File: config.mk
export PLATFORM = sky130hd
export DESIGN_NAME = sr_excite_seq
export DESIGN_NICKNAME = d
export VERILOG_FILES = /design/src/rtl/sr_pkg.sv /design/src/rtl/sr_excite.sv /design/src/rtl/sr_excite_seq.sv
export SDC_FILE = /design/constraint.sdc
export NUM_CORES = 1
export LEC_CHECK = 0
export ABC_AREA = 1
export BUFFER_PORTS_ARGS = -buffer_cell sky130_fd_sc_hd__clkbuf_2
export CORE_AREA = 2 2 58 60
export DETAILED_ROUTE_END_ITERATION = 10
export DIE_AREA = 0 0 60 62
export PLACE_DENSITY = 0.74
export SLEW_MARGIN = 20
export SYNTH_ARGS = -nofsm -noshare
export SYNTH_HDL_FRONTEND = slang
export SYNTH_SLANG_ARGS = --single-unit
File: constraint.sdc
create_clock -name clk -period 2.4 [get_ports clk]
set_input_delay 0 -clock clk [delete_from_list [all_inputs] [get_ports clk]]
set_output_delay 0 -clock clk [all_outputs]
set_load 0.005 [all_outputs]
File: src/rtl/sr_pkg.sv
// Shared definitions for SR flip-flop drivers: sequencer states and S/R control codes.
package sr_pkg;

  typedef enum logic [1:0] {
    IDLE  = 2'd0,
    INIT  = 2'd1,
    RUN   = 2'd2,
    DRAIN = 2'd3
  } state_t;

  // {S, R} codes; 2'b11 is forbidden and never produced.
  localparam logic [1:0] SR_HOLD = 2'b00;
  localparam logic [1:0] SR_RST  = 2'b01;
  localparam logic [1:0] SR_SET  = 2'b10;

endpackage

File: src/rtl/sr_excite.sv
// Maps a target Q bit and the current modelled Q to the minimal {S, R} code.
module sr_excite
  import sr_pkg::*;
(
  input  logic       target,
  input  logic       qm,
  output logic [1:0] code
);

  always_comb begin
    // NOTE: default first so every path assigns code and no latch is inferred.
    code = SR_HOLD;
    if (target && !qm)
      code = SR_SET;
    else if (!target && qm)
      code = SR_RST;
  end

endmodule

File: src/rtl/sr_excite_seq.sv
// Replays a pattern word bit-serially as S/R excitation for an SR flip-flop
// and checks the read-back Q one cycle after each drive.
module sr_excite_seq
  import sr_pkg::*;
#(
  parameter int WIDTH = 8,
  parameter int LW    = $clog2(WIDTH + 1),
  parameter int CW    = 8
) (
  input  logic             clk,
  input  logic             reset,
  input  logic [WIDTH-1:0] pat_data,
  input  logic [LW-1:0]    pat_len,
  input  logic             pat_valid,
  output logic             pat_ready,
  output logic             S,
  output logic             R,
  input  logic             q_fb,
  output logic             busy,
  output logic             done,
  output logic             mismatch,
  output logic [CW-1:0]    err_cnt
);

  state_t           state;
  logic [WIDTH-1:0] sh;
  logic [LW-1:0]    cnt;
  logic             qm;      // Q expected after the code currently on S/R
  logic [1:0]       sr;
  logic             arm;
  logic             exp_q;
  logic [1:0]       code;
  logic [LW-1:0]    len_c;
  logic             cmp_fail;

  sr_excite u_excite (
    .target (sh[0]),
    .qm     (qm),
    .code   (code)
  );

  always_comb begin
    len_c = pat_len;
    if (pat_len > LW'(WIDTH))
      len_c = LW'(WIDTH);
  end

  assign cmp_fail  = arm && (q_fb != exp_q);
  assign mismatch  = cmp_fail;
  assign S         = sr[1];
  assign R         = sr[0];
  assign pat_ready = (state == IDLE);
  assign busy      = (state != IDLE);
  assign done      = (state == DRAIN);

  // Compare stage: whatever was driven this cycle is checked against q_fb next cycle.
  always_ff @(posedge clk or negedge reset) begin
    if (!reset) begin
      arm   <= 1'b0;
      exp_q <= 1'b0;
    end else begin
      // NOTE: non-blocking assignments so every register samples pre-edge values.
      arm   <= (state == INIT) || (state == RUN);
      exp_q <= qm;
    end
  end

  always_ff @(posedge clk or negedge reset) begin
    if (!reset) begin
      state   <= IDLE;
      sh      <= '0;
      cnt     <= '0;
      qm      <= 1'b0;
      sr      <= SR_HOLD;
      err_cnt <= '0;
    end else begin
      if (cmp_fail && (err_cnt != '1))
        err_cnt <= err_cnt + 1'b1;

      unique case (state)
        IDLE: begin
          sr <= SR_HOLD;
          if (pat_valid) begin
            sh      <= pat_data;
            cnt     <= len_c;
            qm      <= 1'b0;
            sr      <= SR_RST;
            err_cnt <= '0;
            state   <= INIT;
          end
        end
        INIT, RUN: begin
          if (cnt != '0) begin
            sr    <= code;
            qm    <= sh[0];
            sh    <= sh >> 1;
            cnt   <= cnt - 1'b1;
            state <= RUN;
          end else begin
            sr    <= SR_HOLD;
            state <= DRAIN;
          end
        end
        DRAIN: begin
          sr    <= SR_HOLD;
          state <= IDLE;
        end
        default: begin
          sr    <= SR_HOLD;
          state <= IDLE;
        end
      endcase
    end
  end

endmodule

# Word-level counts from Yosys, hierarchy flattened
# Cells that the tools add are included.
[classes]
n_reduce_logical = 13
n_mux = 21
n_eq_ne = 7
magnitude_cmp = 1
n_addsub = 2
[op_table]
columns = ["operator", "n"]
rows = [
  ["$mux W8", 5],
  ["$pmux W8 S2", 1],
  ["$mux W4", 3],
  ["$pmux W2 S3", 2],
  ["$add A8 B1 Y8 const B", 1],
  ["$ne A8 B8 Y1 const B", 1],
  ["$pmux W4 S2", 1],
  ["$mux W2", 3],
  ["$mux W1", 5],
  ["$eq A2 B2 Y1 const B", 2],
  ["$gt A4 B4 Y1 const B", 1],
  ["$logic_and A1 B1 Y1", 4],
  ["$ne A2 B2 Y1 const B", 2],
  ["$reduce_bool A2 Y1", 2],
  ["$reduce_bool A4 Y1", 1],
  ["$sub A4 B1 Y4 const B", 1],
  ["$reduce_and A3 Y1", 1],
  ["$eq A2 B1 Y1 const B", 1],
  ["$logic_not A1 Y1", 2],
  ["$logic_not A2 Y1", 1],
  ["$pmux W1 S2", 1],
  ["$reduce_or A2 Y1", 1],
  ["$logic_or A1 B1 Y1", 1],
  ["$ne A1 B1 Y1", 1],
]
[word_totals]
wordCells = 52
output_inout_bits = 14
reg_bits = 27
input_bits = 16

# Depth between registers and ports, before layout
[depth]
ltp_word = 6
ltp_mapped = 9
ltp_nobuf = 9

# Cells and area by module
# A second synthesis with hierarchy kept.
[unflattened]
cells_unflattened = 186
area_unflattened_um2 = 1515.2
[modules_own_cells]
columns = ["mod", "seq_area_each_um2", "n_inst", "cells_per_inst", "area_per_inst_um2"]
rows = [
  ["sr_excite_seq", 675.6, 1, 182, 1500.2],
  ["sr_excite", 0.0, 1, 4, 15.0],
]

# Least setup slack after synthesis
# No wires, ideal clock.
[synth_path]
kind = "reg-to-reg"
startpoint = "reg state[0]"
endpoint = "reg sh[7]"
synth_period_minus_slack_ns = 1.428
path_stages_with_launch = 7
setup_ns = 0.126
t_arrival_ns = 1.302
setup_slack_ns = 0.972
cell_sequence = "dfrtp_1 -> inv_1 -> ha_1 -> o21ai_2 -> a21oi_2 -> buf_6 -> o21ai_0"
[synth_between]
elab_chain_cells = 4
word_cells_on_any_way = 9
cone_classes = "eq/ne (4); mux (1); reduce/logical (4)"
[synth_lines]
columns = ["item", "line", "rtl"]
rows = [
  ["start: declaration", "sr_excite_seq.sv:25", "state_t state;"],
  ["start signal: assignment", "sr_excite_seq.sv:70", "state <= IDLE;"],
  ["start signal: assignment", "sr_excite_seq.sv:89", "state <= INIT;"],
  ["start signal: assignment", "sr_excite_seq.sv:98", "state <= RUN;"],
  ["$eq A2 B1 Y1 or $eq A2 B2 Y1 (tied branches)", "sr_excite_seq.sv:80", "unique case (state)"],
  ["$reduce_or A2 Y1", "sr_excite_seq.sv:80", ""],
  ["$ne A2 B2 Y1 (no source line) or $reduce_bool A2 Y1 (tied branches)", "-", ""],
  ["$reduce_and A3 Y1 (no source line)", "-", ""],
  ["end signal: assignment", "sr_excite_seq.sv:84", "sh <= pat_data;"],
  ["end signal: assignment", "sr_excite_seq.sv:96", "sh <= sh >> 1;"],
  ["end: declaration", "sr_excite_seq.sv:26", "logic [WIDTH-1:0] sh;"],
]
# Several ways; a longest one is shown, not always the timed one.
# A chain may end at the register's enable or synchronous reset.

# Worst setup path in the final report
# Ends and elaborated chain as after synthesis.

==> impl_metrics.yaml <==
placement:
  place.gp.congestion: 0.803
  portBuffers: 29
  dp_hpwl_mm: 1.97
  preCtsSetupSlack_ps: 439
clock_tree:
  cts_hold_buf: 11
  root_buffer: "clkbuf_4"
  path_clk_slew_ps: 140
  cts_tree: "done"
  cts_sinks: 27
  cts_setup_buffers: 0
  cts.repair.resized: 0
  cts.htree.levels: 1
  cts_buffer_depth: 2
  cts_buffers: 3
  clock_latency_ps: 320
global_route:
  first_global_vias: 1146
  grt_pass1_wl_mm: 4.64
  grt.overflow.total: 0
  grt_start_max_net_pins: 28
  antenna_found_initial: 0
  grt_usage: 0.167
floorplan:
  die_area_mm2: 0.00372
  rows: 21
  die_h_um: 62
  start_util: 0.453
  core_area_mm2: 0.00318
  io_pins: 30
  die_w_um: 60
worst_hold_path:
  hold_path.class: "input pin to flop"
synth:
  synth_top_area_frac: 0.469
  synthesis.area_mm2: 0.00144
  ys_seq_area_frac: 0.469
  synth_top_area_cell: "dfrtp_1"
  avgSynthCellArea_um2: 7.35
  syn_nets: 217
  ys_warn_count: 0
  synthCells: 196
  ys_types: 21
  synth-seq-cells: 27
  synth_area_leaders: "dfrtp_1, nand2_1, inv_1, nor2_1, ha_1"
final_layout:
  syn_to_final_growth_pct: 22.1
  fillers: 311
  layout.nets: 259
  diodes: 0
  drive_gt1_frac: 0.169
  final_core_util: 0.553
drt:
  first_iter_violations: 98
  ant_nets: 0
  drc: 0
  wire_per_inst_um: 9.84
  wl_mm: 2.79
  via_per_inst: 4.67
  num_vias: 1322
  drt_pass1_iterations: 7
power_and_ir_drop:
  irDropWorstVdd_uv: 718
  power_density_mw_per_mm2: 1220
  clkPwrFrac: 0.090
  p_leak_nw: 0.963
  pwr-share-comb: 0.561
  swShare: 0.473
  power.internal_mw: 1.13
  p_seq_frac: 0.349
  finalPower_mw: 2.15
  p_sw_mw: 1.02
sta:
  hold_viol: 0
  fin_crit_sh: 0.827
  max_freq_mhz: 504
  min_period_ps: 1980
  skew_ps: 4.62
  fin_ws_ps: 416
  slew_headroom: 0.565
  worst_pin_slew_ps: 652
  setup-violations-final: 0
  rsz0062_at_grt: "false"
  setup_tns_ps: 0
  drv_slew: 0
job:
  maxCapViolations: 0
setup_path:
  worst_setup_path_end_kind: "flop"
  worstPathRequired_ps: 2650
  cp-start-kind: "flop"
  crit_chain: "inv_1, ha_1, o21ai_2, a21oi_2, nand3_1, o21ai_0"
  r2r_slack_ps: 420
  criticalPathCategory: "flop to flop"
  crit_fanout: 16
  max_stage_delay_ps: 590
  arrival_ps: 2240
  cp_slowest_cell: "ha_1"
outcome:
  status: "completed"
-- sequential cells by signal (all words and copies together), names as in the netlist --
name / flops
exp_q: 1
state: 2
sr: 2
err_cnt: 8
sh: 8
cnt: 4
qm: 1
arm: 1
-- synth_stat cells (all sizes together) --
cell type	count
o22ai	3
nand3b	1
a21oi	3
dfrtp	27
nand2	78
buf	3
inv	24
nor4	1
ha	5
nor2	24
nor3	1
nand4	1
or2	1
nand3	11
o21ai	13
-- power by group through the flow --
stage | Sequential, mW | Combinational, mW | Clock (mW)
after floorplan | 0.748 | 0.961 | 0
after global placement | 0.759 | 1.18 | 0
after detailed placement | 0.763 | 1.20 | 0
after CTS | 0.754 | 1.22 | 0.203
after global routing | 0.779 | 1.43 | 0.220
final | 0.752 | 1.21 | 0.194
-- cell families after synthesis --
kind of cell    after synthesis  share of synthesized area
simple gates                118                      0.336
buf+inv                      27                     0.0773
flops                        27                      0.469
compound gates               19                     0.0739
fa+ha+maj                     5                     0.0434
-- routing by layer --
metal	vias to the layer above	part of all wire	track usage
li1	688	-	-
met1	595	0.45	0.202
met2	35	0.49	0.297
met3	4	0.045	0.0373
met4	0	0.013	0.0508
met5	-	0	0
-- metrics by stage --
step | cell area, µm² | cells | hold WS, ps
floorplan | 1440 | 196 | -296
global placement | 1620 | 268 | 78.3
detailed placement | 1620 | 268 | 76.9
CTS | 1760 | 283 | 7.00
global route | 1760 | 283 | 72.2
finish | 1760 | 283 | 13.0
-- final cells by class --
class / count / area [µm²] / area share
Timing Repair Buffer: 40 / 255 / 0.145
Tap cell: 46 / 57.6 / 0.0327
Sequential cell: 27 / 676 / 0.384
Inverter: 24 / 90.1 / 0.0512
Clock buffer: 4 / 26.3 / 0.0149
Multi-Input combinational cell: 142 / 653 / 0.372
-- critical path, delay by kind of cell (launching register included) --
kind,cells,cell delay (ps)
AO/OA/AOI/OAI,3,760
adder cells (fa/ha/maj),1,590
flip-flops,1,370
AND/OR/NAND/NOR,1,130
buffers and inverters,1,70
-- worst paths after layout --
| path | to | start | depth (start not counted) |
|---|---|---|---|
| setup / recovery | sh[7]$_DFFE_PN0P_ | state[0]$_DFFE_PN0P_ | 6 |
| hold reg to reg | exp_q$_DFF_PN0_ | qm$_DFFE_PN0P_ | 0 |
| hold / removal | cnt[0]$_DFFE_PN0P_ | pat_len[0] | 5 |
| min in group asynchronous | err_cnt[1]$_DFF_PN0_ | reset | 2 |
| max in group asynchronous | err_cnt[5]$_DFF_PN0_ | reset | 2 |
| setup reg to reg | sh[7]$_DFFE_PN0P_ | state[0]$_DFFE_PN0P_ | 6 |
-- layout by cell type (no fill, tap or decap) --
cell / n
o21ai_0: 12
nor4_1: 1
nor2_1: 22
a21oi_2: 1
clkbuf_4: 3
nand2_1: 76
nor3_1: 1
nor2_2: 2
nand3_2: 1
nand2_2: 2
ha_1: 5
o21ai_2: 1
dfrtp_1: 27
dlygate4sd3_1: 11
or2_2: 1
clkbuf_1: 1
clkbuf_2: 29
nand3b_1: 1
o22ai_1: 3
a21oi_1: 2
nand3_1: 10
inv_1: 24
nand4_1: 1
Power figures use the tool's default switching activity.
